<file path="src/rtl/adder_pkg.sv">
// Shared types and sizing helpers for the bit-serial adder.
package adder_pkg;

    localparam int DEFAULT_WIDTH = 32;

    typedef enum logic [1:0] {
        IDLE = 2'd0,
        RUN  = 2'd1,
        DONE = 2'd2
    } state_t;

    function automatic int cnt_width(input int width);
        return (width > 1) ? $clog2(width) : 1;
    endfunction

endpackage

</file>
<file path="src/rtl/bit_serial_adder_if.sv">
// Request/result bundle between a requester and the bit-serial adder.
interface bit_serial_adder_if #(
    parameter int WIDTH = adder_pkg::DEFAULT_WIDTH
);
    logic             start;
    logic             clear;
    logic [WIDTH-1:0] a;
    logic [WIDTH-1:0] b;
    logic             cin;
    logic             busy;
    logic             done;
    logic [WIDTH-1:0] sum;
    logic             cout;
    logic             overflow;

    modport master (
        output start, clear, a, b, cin,
        input  busy, done, sum, cout, overflow
    );

    modport slave (
        input  start, clear, a, b, cin,
        output busy, done, sum, cout, overflow
    );
endinterface

</file>
<file path="src/rtl/fulladder.sv">
// Single-bit full adder used as the serial datapath slice.
module fulladder (
    input  logic a,
    input  logic b,
    input  logic ci,
    output logic s,
    output logic co
);
    assign s  = a ^ b ^ ci;
    assign co = (a & b) | (ci & (a ^ b));
endmodule

</file>
<file path="src/rtl/bit_serial_adder.sv">
// Adds two WIDTH-bit operands one bit per clock, LSB first.
//   state | meaning
//   IDLE  | waiting for start; last result held on sum/cout/overflow
//   RUN   | adding bit cnt of the captured operands
//   DONE  | one-cycle result-valid pulse, then back to IDLE
module bit_serial_adder
    import adder_pkg::*;
#(
    parameter int WIDTH = DEFAULT_WIDTH
) (
    input  logic                clk,
    input  logic                rst_n,
    bit_serial_adder_if.slave   bus
);
    localparam int              CW   = cnt_width(WIDTH);
    localparam logic [CW-1:0]   LAST = CW'(WIDTH - 1);

    state_t             state;
    logic [CW-1:0]      cnt;
    logic               carry;
    logic [WIDTH-1:0]   a_q;
    logic [WIDTH-1:0]   b_q;
    logic [WIDTH-1:0]   sum_q;
    logic               cout_q;
    logic               ovf_q;
    logic               fa_s;
    logic               fa_co;

    fulladder u_fa (
        .a  (a_q[cnt]),
        .b  (b_q[cnt]),
        .ci (carry),
        .s  (fa_s),
        .co (fa_co)
    );

    always_ff @(posedge clk or negedge rst_n) begin
        if (!rst_n) begin
            state  <= IDLE;
            cnt    <= '0;
            carry  <= 1'b0;
            a_q    <= '0;
            b_q    <= '0;
            sum_q  <= '0;
            cout_q <= 1'b0;
            ovf_q  <= 1'b0;
        end else if (bus.clear) begin
            state  <= IDLE;
            cnt    <= '0;
            carry  <= 1'b0;
            sum_q  <= '0;
            cout_q <= 1'b0;
            ovf_q  <= 1'b0;
        end else begin
            case (state)
                IDLE: begin
                    if (bus.start) begin
                        a_q   <= bus.a;
                        b_q   <= bus.b;
                        carry <= bus.cin;
                        cnt   <= '0;
                        state <= RUN;
                    end
                end
                RUN: begin
                    sum_q[cnt] <= fa_s;
                    carry      <= fa_co;
                    cnt        <= cnt + 1'b1;
                    if (cnt == LAST) begin
                        // carry still holds the carry into the top bit here
                        cout_q <= fa_co;
                        ovf_q  <= carry ^ fa_co;
                        cnt    <= '0;
                        state  <= DONE;
                    end
                end
                DONE:    state <= IDLE;
                default: state <= IDLE;
            endcase
        end
    end

    assign bus.busy     = (state == RUN) || (state == DONE);
    assign bus.done     = (state == DONE);
    assign bus.sum      = sum_q;
    assign bus.cout     = cout_q;
    assign bus.overflow = ovf_q;

endmodule

</file>
<file path="src/flat_wrapper.sv">
// flat-port wrapper written by rule: the top's interface ports become plain ports
module bit_serial_adder_flat import adder_pkg::*;
#(
    parameter int WIDTH = DEFAULT_WIDTH
)
  (clk, rst_n, bus_start, bus_clear, bus_a, bus_b, bus_cin, bus_busy, bus_done, bus_sum, bus_cout, bus_overflow);
  bit_serial_adder_if #(.WIDTH(WIDTH)) bus_i ();
  input  logic clk;
  input  logic rst_n;
  input wire logic [$bits(bus_i.start)-1:0] bus_start;
  input wire logic [$bits(bus_i.clear)-1:0] bus_clear;
  input wire logic [$bits(bus_i.a)-1:0] bus_a;
  input wire logic [$bits(bus_i.b)-1:0] bus_b;
  input wire logic [$bits(bus_i.cin)-1:0] bus_cin;
  output wire logic [$bits(bus_i.busy)-1:0] bus_busy;
  output wire logic [$bits(bus_i.done)-1:0] bus_done;
  output wire logic [$bits(bus_i.sum)-1:0] bus_sum;
  output wire logic [$bits(bus_i.cout)-1:0] bus_cout;
  output wire logic [$bits(bus_i.overflow)-1:0] bus_overflow;
  assign bus_i.start = bus_start;
  assign bus_i.clear = bus_clear;
  assign bus_i.a = bus_a;
  assign bus_i.b = bus_b;
  assign bus_i.cin = bus_cin;
  assign bus_busy = bus_i.busy;
  assign bus_done = bus_i.done;
  assign bus_sum = bus_i.sum;
  assign bus_cout = bus_i.cout;
  assign bus_overflow = bus_i.overflow;
  bit_serial_adder #(.WIDTH(WIDTH)) u_core (.clk(clk), .rst_n(rst_n), .bus(bus_i));
endmodule
</file>
<file path="config.mk">
export PLATFORM = sky130hd
export DESIGN_NAME = bit_serial_adder_flat
export DESIGN_NICKNAME = d
export VERILOG_FILES = /design/src/rtl/adder_pkg.sv /design/src/rtl/bit_serial_adder_if.sv /design/src/rtl/fulladder.sv /design/src/rtl/bit_serial_adder.sv /design/src/flat_wrapper.sv
export SDC_FILE = /design/constraint.sdc
export NUM_CORES = 1
export LEC_CHECK = 0
export BUFFER_PORTS_ARGS = -buffer_cell sky130_fd_sc_hd__buf_2
export CORE_AREA = 3 3 107 109
export CTS_BUF_LIST = sky130_fd_sc_hd__clkbuf_8
export CTS_CLUSTER_DIAMETER = 200
export CTS_CLUSTER_SIZE = 16
export DETAILED_ROUTE_END_ITERATION = 10
export DIE_AREA = 0 0 110 112
export HOLD_SLACK_MARGIN = 0.1
export PLACE_DENSITY = 0.76
export SLEW_MARGIN = 20
export SYNTH_ARGS = -nofsm -noshare
export SYNTH_HDL_FRONTEND = slang
export SYNTH_HIERARCHICAL = 1
export SYNTH_SLANG_ARGS = --single-unit
</file>
<file path="constraint.sdc">
create_clock -name clk -period 2.5 [get_ports clk]
set_clock_uncertainty 0.05 [all_clocks]
set_input_delay 0.375 -clock clk [delete_from_list [all_inputs] [get_ports clk]]
set_output_delay 0.375 -clock clk [all_outputs]
set_load 0.05 [all_outputs]
</file>
# ---- Word-level counts from Yosys, hierarchy flattened
# Cells that the tools add are included.
dict set report op_classes {
  addsub 1
  order_cmp 2
  n_eq_ne 5
  muxes 26
  bitwise 7
  reduce_logical 10
}
# cell n
set ops {}
lappend ops {{32-bit two-way mux} 2}
lappend ops {{32-bit bitwise mux} 1}
lappend ops {{5-bit two-way mux} 3}
lappend ops {{1-bit two-way mux} 11}
lappend ops {{1-bit binary-select mux with 5-bit select} 2}
lappend ops {{5-bit case mux with 2 select lines} 1}
lappend ops {{5-bit by 6-bit less-than comparator with 1-bit output (second input constant)} 1}
lappend ops {{2-bit two-way mux} 3}
lappend ops {{2-bit AND reduction} 3}
lappend ops {{5-bit by 1-bit adder with 5-bit output (second input constant)} 1}
lappend ops {{1-bit demux with 5-bit select} 1}
lappend ops {{5-bit == test (second input constant)} 1}
lappend ops {{5-bit by 1-bit >= comparator with 1-bit output (second input constant)} 1}
lappend ops {{2-bit case mux with 2 select lines} 1}
lappend ops {{2-bit nonzero test} 2}
lappend ops {{3-bit by 2-bit inequality test with 1-bit output (second input constant)} 1}
lappend ops {{3-bit inequality test (second input constant)} 1}
lappend ops {{3-bit AND reduction} 1}
lappend ops {{3-bit nonzero test} 1}
lappend ops {{1-bit bitwise XOR} 3}
lappend ops {{1-bit AND} 2}
lappend ops {{2-bit by 1-bit == test with 1-bit output (second input constant)} 1}
lappend ops {{2-bit == test (second input constant)} 1}
lappend ops {{2-bit logical NOT} 1}
lappend ops {{other kinds (5)} 5}
dict set report word_totals {
  ff_bits 106
}

# ---- Logic depth before layout (Yosys ltp)
# Gate-level depths: netlist of the first run.
dict set report depth {
  depth_word 9
  depth_mapped 10
  mapped_depth_nobuf 8
}

# ---- By module
# The synthesis of the first run kept the hierarchy.
# mod instances cells_each area_each_um2
set modules_own_cells {}
lappend modules_own_cells {bit_serial_adder 1 473 5265.0}
lappend modules_own_cells {fulladder 1 1 20.0}

# ---- Least setup slack after synthesis of the first run
# OpenSTA, ideal clock, no wires.
dict set report synth_path {
  path_kind {reg-to-reg}
  from {reg u_core.cnt[1]}
  to {reg u_core.sum_q[4] (netlist: u_core/bus.sum[4])}
  setup_time_ns 0.073
  t_arrival_ns 2.414
  path_slack_ns -0.037
  path_stages_with_launch 10
  n_path_buf 2
  synth_period_minus_slack_ns 2.537
  cell_sequence {dfrtp_1 -> buf_6 -> mux4_2 -> nand3_1 -> o2111a_1 -> o211ai_2 -> fa_1 -> clkbuf_1 -> mux2i_1 -> nor2_1}
}
dict set report synth_between {
  elab_chain_len 7
}
# item line_no
set synth_rtl {}
lappend synth_rtl {{start, declared} bit_serial_adder.sv:19} ;# logic [CW-1:0] cnt;
lappend synth_rtl {{start signal, assigned} bit_serial_adder.sv:68} ;# cnt <= cnt + 1'b1;
lappend synth_rtl {{1-bit binary-select mux with 5-bit select, on equally long branches} {bit_serial_adder.sv:30, bit_serial_adder.sv:31}}
lappend synth_rtl {{1-bit two-way mux, on equally long branches} {bit_serial_adder.sv:30, bit_serial_adder.sv:31}}
lappend synth_rtl {{1-bit bitwise XOR * (2 in series)} fulladder.sv:9} ;# assign s = a ^ b ^ ci;
lappend synth_rtl {{named net u_core.fa_s} bit_serial_adder.sv:26} ;# logic fa_s;
lappend synth_rtl {{32-bit bitwise mux *} bit_serial_adder.sv:66} ;# sum_q[cnt] <= fa_s;
lappend synth_rtl {{32-bit two-way mux *} bit_serial_adder.sv:55} ;# case (state)
lappend synth_rtl {{32-bit two-way mux *} bit_serial_adder.sv:47} ;# end else if (bus.clear) begin
lappend synth_rtl {{end signal, assigned by index} bit_serial_adder.sv:66}
lappend synth_rtl {{end, declared} bit_serial_adder.sv:23} ;# logic [WIDTH-1:0] sum_q;
# The timed path passes the listed nets; every way through them passes the cells marked *. The select of a mux whose other input is x is not followed.
# A chain may end at the register's enable or synchronous reset.

# ---- Worst setup path after layout of the first run
dict set report layout_path {
  from {reg u_core.cnt[1]}
  to {reg u_core.sum_q[15] (netlist: u_core/bus.sum[15])}
}
# The elaborated chain is that of the path after synthesis.

==> results of run 1 <==
[power by group]
group | internal [W] | switching, W | leakage, nW
Sequential | 0.00199 | 0.000167 | 1.33
Combinational | 0.000492 | 0.000508 | 1.33
Clock | 0.000352 | 0.000574 | 0.0914
Total | 0.00283 | 0.00125 | 2.75
[cells in the mapped netlist (2+ instances only)]
master / count
nor3_1: 6
buf_4: 11
mux2_1: 60
nand3b_1: 9
or3b_1: 7
dfrtp_1: 106
buf_2: 12
buf_6: 3
nand4_1: 4
inv_1: 7
nor4_1: 2
nor2_1: 36
mux2_2: 6
ha_1: 9
a21oi_1: 30
mux2i_1: 38
o31ai_1: 2
or3_1: 3
o22ai_1: 4
o221ai_1: 6
clkbuf_1: 9
nor2b_1: 2
nand3_1: 6
o32ai_1: 2
nor3b_1: 2
nand2_1: 42
o21ai_0: 20
o21ai_1: 14
[worst register-to-register path, stage by stage, from the launching register on]
cell and delay [ns]:
dfrtp_2 0.48, buf_4 0.17, mux2i_1 0.10, or4_1 0.39, o2111a_1 0.17, o211ai_2 0.18, fa_2 0.51, clkbuf_16 0.21
mux2i_1 0.14, nor2_1 0.05
[per-stage QoR]
step	instance area [µm²]	utilization (%)	hold WS, ns
final	6285	58.75	0.1485
after global routing	6285	58.75	0.1361
after CTS	6202	57.98	0.1370
after detailed placement	6011	56.19	0.3280
after global placement	6011	56.19	0.3207
after floorplan	5286	-	0.02941
[flip-flops by register name (all words and copies together) (netlist names)]
register / cells
u_core/bus.cout: 1
u_core/bus.overflow: 1
u_core/carry: 1
u_core/state: 2
u_core/a_q: 32
u_core/cnt: 5
u_core/bus.sum: 32
u_core/b_q: 32
[cell type report]
cell class              count  area (µm²)
multi-input cells         325        2431
repair buffers            132       832.0
fillers                   922        4413
clock buffers               9       123.9
inverters                   7       26.28
clock inverters             7       38.79
flip-flops and latches    106        2658
well taps                 140       175.2
[cell families after synthesis]
logic type,Yosys count
simple gates,125
flops,106
mux,105
compound gates,83
buf+inv,43
fa+ha+maj,10
xor+xnor,2
[layer usage]
metal / GRT usage (%) / vias to the layer above
met3: 4.290 / 14
met1: 26.75 / 1909
li1: - / 1884
met2: 31.43 / 123
met4: 8.063 / 0
met5: 0 / -
[what timing repair did]
item / 4_1_cts / 5_1_grt
gates resized for setup: 6 / 8
endpoints found under the hold margin: 36 / 0
setup endpoints to repair: 32 / 34
hold buffers: 1 / 0
setup buffers: 1 / 3
pin swaps: 1 / 3
cloned: 0 / 1
[worst min-delay path by stage]
| stage | end | startpoint | cells past startpoint | slack [ns] |
|---|---|---|---|---|
| floorplan | u_core/a_q[0]$_DFFE_PN0P_ | rst_n | 0 | 0.03 |
| global placement | u_core/bus.sum[0]$_DFFE_PN0P_ | rst_n | 1 | 0.32 |
| detailed placement | u_core/bus.sum[1]$_DFFE_PN0P_ | rst_n | 1 | 0.33 |
| CTS | u_core/a_q[29]$_DFFE_PN0P_ | bus_a[29] | 2 | 0.14 |
| global route | u_core/a_q[20]$_DFFE_PN0P_ | bus_a[20] | 2 | 0.14 |
| finish | u_core/a_q[6]$_DFFE_PN0P_ | bus_a[6] | 2 | 0.15 |
==> results.ini, run 1 <==
[clock_tree]
cts_buffer_depth=2
htree_num_levels=3
numCtsBuffers=9
cts.sinks=106
cts_tree=yes
path_clk_slew_ns=0.10
clkLatencyLatePin_ns=0.38
cts_root_buf=clkbuf_8

[synth]
ys_ff_latch=106
netlist_area_um2=5285
yosysTopAreaCellShare_pct=50.19
synthAdderAreaFrac_pct=2.509
synth-xor-area-share_pct=0.3314
synth_top_family_by_area=multiplexers
synth_cell_type_count=44
netlist_instances=474
synth_edf_count=0
synth_nets=553
synthMuxAreaShare_pct=21.69
ys.flop_type=dfrtp_1
ys_warn_count=6
synth_top_cell_by_area=dfrtp_1
synth-simple-area-share_pct=11.58
synthTopCellsByArea=dfrtp_1, mux2_1, mux2i_1
ys_seq_area_share_pct=50.19
syn-mean-instance-area_um2=11.15
async_reset_ff_share_pct=100.0
synth_compound_area_share_pct=9.162

[timing]
relSlewSlack_pct=56.93
fin_crit_ns=2.579
fin_crit_sh_pct=103.2
final_hold_viol_count=0
fin_tns_setup_ns=-1.226
maxSlewViolCount=0
grt_setup_unrepaired=yes
fin_ws_ns=-0.07921
max_freq_mhz=387.7
setup_viol=32
worst_slew_pin_slew_ns=0.6441

[placed_design]
io_buffers=104
dp_hpwl_mm=8.636
place_ws_ns=-0.1011
place_inst=704
gp_congestion=0.8545

[routing]
drc=0
post_drt_wl_per_cell_um=16.37
via_count=3930
top_layer=met4
first_iter_violations=297
wl_met3_um=699
routed_wirelength_mm=11.89
wl_met1_mm=5.204
wl_met2_mm=5.800
drtPass1Iterations=5
postRouteAntennaNets=0
via_per_inst=5.413

[die]
num_rows=38
ios=105
die_w_um=110
core_um2=10700
die_area_um2=12320
die_h_um=112
initial_core_util_pct=49.40

[layout]
final_common_cell=buf_2
drive_above_1_share_pct=28.67
layout_common_cells=buf_2, dfrtp_1, mux2_1, nand2_1, nor2_1
num-nets-final=660
area_delta_synth_final_pct=18.92
finalNonFillerCells=726
antennaDiodeCount=0

[hold_path]
worst_hold_path_type=in2reg

[grt]
grt_pass1_vias=3887
grt_usage_pct=19.97
grt_pass1_wl_mm=19.14
grt_overflow=0
grt_max_degree=71
antenna_found_initial=0

[setup_path]
cp-startpoint=u_core/cnt[1]$_DFFE_PN0P_
path_delay_family=adder cells
crit_end=u_core/bus.sum[15]$_DFFE_PN0P_
worst_setup_path_start_kind=flip-flop
worst-path-stages=9
cp_cell_sequence=buf_4 -> mux2i_1 -> or4_1 -> o2111a_1 -> o211ai_2 -> fa_2 -> clkbuf_16 -> mux2i_1 -> nor2_1
r2r_end=u_core/bus.sum[15]$_DFFE_PN0P_
end_kind=flip-flop
max_stage_delay_ns=0.51
critPathMaxFanout=16
required_ns=2.70
crit_slowest_cell=fa_2
path_common_cell=mux2i_1
reg2reg_from=u_core/cnt[1]$_DFFE_PN0P_
critPathKind=reg2reg
rr_worst_depth=9
rrSetupSlack_ns=-0.08
crit_arrival_ns=2.78
crit_buf_inv=2

[power]
p_per_area_nw_per_um2=649.2
power_w=0.004080
irDropWorstVdd_mv=0.4006
leakage_nw=2.752

[run_status]
outcome=complete, but fails checks
violations=setup timing

[run]
maxCapViolations=0

(Power assumes the default switching activity.)
==> run 2: changes to the inputs <==
==> constraint.sdc (replaced) <==
create_clock -name clk -period 2.5 [get_ports clk]
set_clock_uncertainty 0.05 [all_clocks]
set_input_delay 0.125 -clock clk [delete_from_list [all_inputs] [get_ports clk]]
set_output_delay 0.125 -clock clk [all_outputs]
set_load 0.05 [all_outputs]
==> results.ini, run 2 (synthesis gave the netlist of run 1 again) <==
[setup_path]
r2r_end=u_core/bus.sum[30]$_DFFE_PN0P_
rrSetupSlack_ns=-0.09
crit_arrival_ns=2.83
required_ns=2.74
crit_end=u_core/bus.sum[30]$_DFFE_PN0P_
worst_setup_path_start_kind=flip-flop
critPathMaxFanout=32
end_kind=flip-flop
rr_worst_depth=8
critPathKind=reg2reg
reg2reg_from=u_core/cnt[1]$_DFFE_PN0P_
cp-startpoint=u_core/cnt[1]$_DFFE_PN0P_

[timing]
fin_ws_ns=-0.09254
max_freq_mhz=385.7
fin_crit_sh_pct=103.7
final_hold_viol_count=0
setup_viol=33
relSlewSlack_pct=57.23
fin_crit_ns=2.593
worst_slew_pin_slew_ns=0.6415
maxSlewViolCount=0
grt_setup_unrepaired=yes

[layout]
finalNonFillerCells=788
drive_above_1_share_pct=26.23
num-nets-final=722
layout_common_cells=buf_2, dfrtp_1, dlygate4sd3_1, mux2_1, nand2_1
antennaDiodeCount=0
area_delta_synth_final_pct=31.25
final_common_cell=buf_2

[placed_design]
io_buffers=104
dp_hpwl_mm=8.565
place_inst=704
place_ws_ns=-0.07936
gp_congestion=0.8686

[die]
core_um2=10700
num_rows=38
ios=105
die_h_um=112
initial_core_util_pct=49.40
die_w_um=110
die_area_um2=12320

[grt]
grt_pass1_vias=4316
grt_usage_pct=22.48
antenna_found_initial=0
grt_max_degree=60
grt_pass1_wl_mm=21.48
grt_overflow=0

[clock_tree]
clkLatencyLatePin_ns=0.37
htree_num_levels=3
cts_tree=yes
cts_root_buf=clkbuf_8
path_clk_slew_ns=0.10
cts_buffer_depth=2
cts.sinks=106
numCtsBuffers=9

[routing]
drc=0
drtPass1Iterations=4
via_per_inst=5.405
post_drt_wl_per_cell_um=16.67
first_iter_violations=321
postRouteAntennaNets=0
routed_wirelength_mm=13.14
via_count=4259

[power]
irDropWorstVdd_mv=0.4835
p_per_area_nw_per_um2=605.1
leakage_nw=3.008

[run_status]
outcome=complete, but fails checks
violations=setup timing

[run]
maxCapViolations=0

[hold_path]
worst_hold_path_type=in2async

-- run 2: how the worst min path moves through the flow --
stage | depth (start not counted) | slack, ns | to
after floorplan | 0 | -0.22 | u_core/a_q[0]$_DFFE_PN0P_
after global placement | 1 | 0.13 | u_core/bus.sum[0]$_DFFE_PN0P_
after detailed placement | 1 | 0.15 | u_core/bus.sum[0]$_DFFE_PN0P_
after CTS | 3 | 0.22 | u_core/bus.sum[6]$_DFFE_PN0P_
after global routing | 3 | 0.27 | u_core/bus.sum[6]$_DFFE_PN0P_
final | 2 | 0.26 | u_core/bus.sum[2]$_DFFE_PN0P_
-- run 2: per-layer routing --
metal | global-route usage (%) | up-vias | part of all wire, %
met4 | 7.897 | 0 | 1.8
li1 | - | 2018 | -
met2 | 38.43 | 140 | 53
met5 | 0 | - | 0
met3 | 4.638 | 21 | 4.9
met1 | 27.91 | 2080 | 40
-- run 2: critical path: stages (launching register included) --
cell,delay [ns]
dfrtp_2,0.50
mux4_2,0.57
nand3_2,0.10
o2111a_1,0.20
o211ai_2,0.11
fa_1,0.60
buf_12,0.19
nand2_1,0.09
a21oi_2,0.12
-- run 2: repair_timing --
action / 4_1_cts / 5_1_grt
setup buffers: 1 / 0
resized for setup: 4 / 13
gates cloned: 0 / 0
endpoints found under the setup margin: 33 / 35
hold endpoints to repair: 113 / 0
hold buffers: 67 / 0
-- run 2: layout make-up --
class / instances / area (µm²)
Clock inverter: 7 / 68.82
Multi-Input combinational cell: 325 / 2439
Inverter: 7 / 26.28
Timing Repair Buffer: 194 / 1445
Tap cell: 140 / 175.2
Sequential cell: 106 / 2659
Fill cell: 823 / 3761
Clock buffer: 9 / 123.9
-- run 2: stage by stage --
stage,power [W],utilization (%),area [µm²],setup TNS (ns),hold slack [ns]
finish,0.004197,64.84,6937,-2.032,0.2578
global route,0.004425,64.84,6937,-5.701,0.2667
CTS,0.004225,64.46,6895,-1.513,0.2237
detailed placement,0.003086,56.19,6011,-1.416,0.1458
global placement,0.003040,56.19,6011,-0.9023,0.1298
floorplan,0.002730,-,5286,-0.7326,-0.2206
-- run 2: where the power goes --
| group | internal, W | total, W | leakage (nW) | switching (W) |
|---|---|---|---|---|
| Sequential | 0.00199 | 0.00216 | 1.33 | 0.000174 |
| Combinational | 0.000490 | 0.000989 | 1.58 | 0.000499 |
| Clock | 0.000464 | 0.00105 | 0.101 | 0.000584 |
| Total | 0.00294 | 0.00420 | 3.01 | 0.00126 |
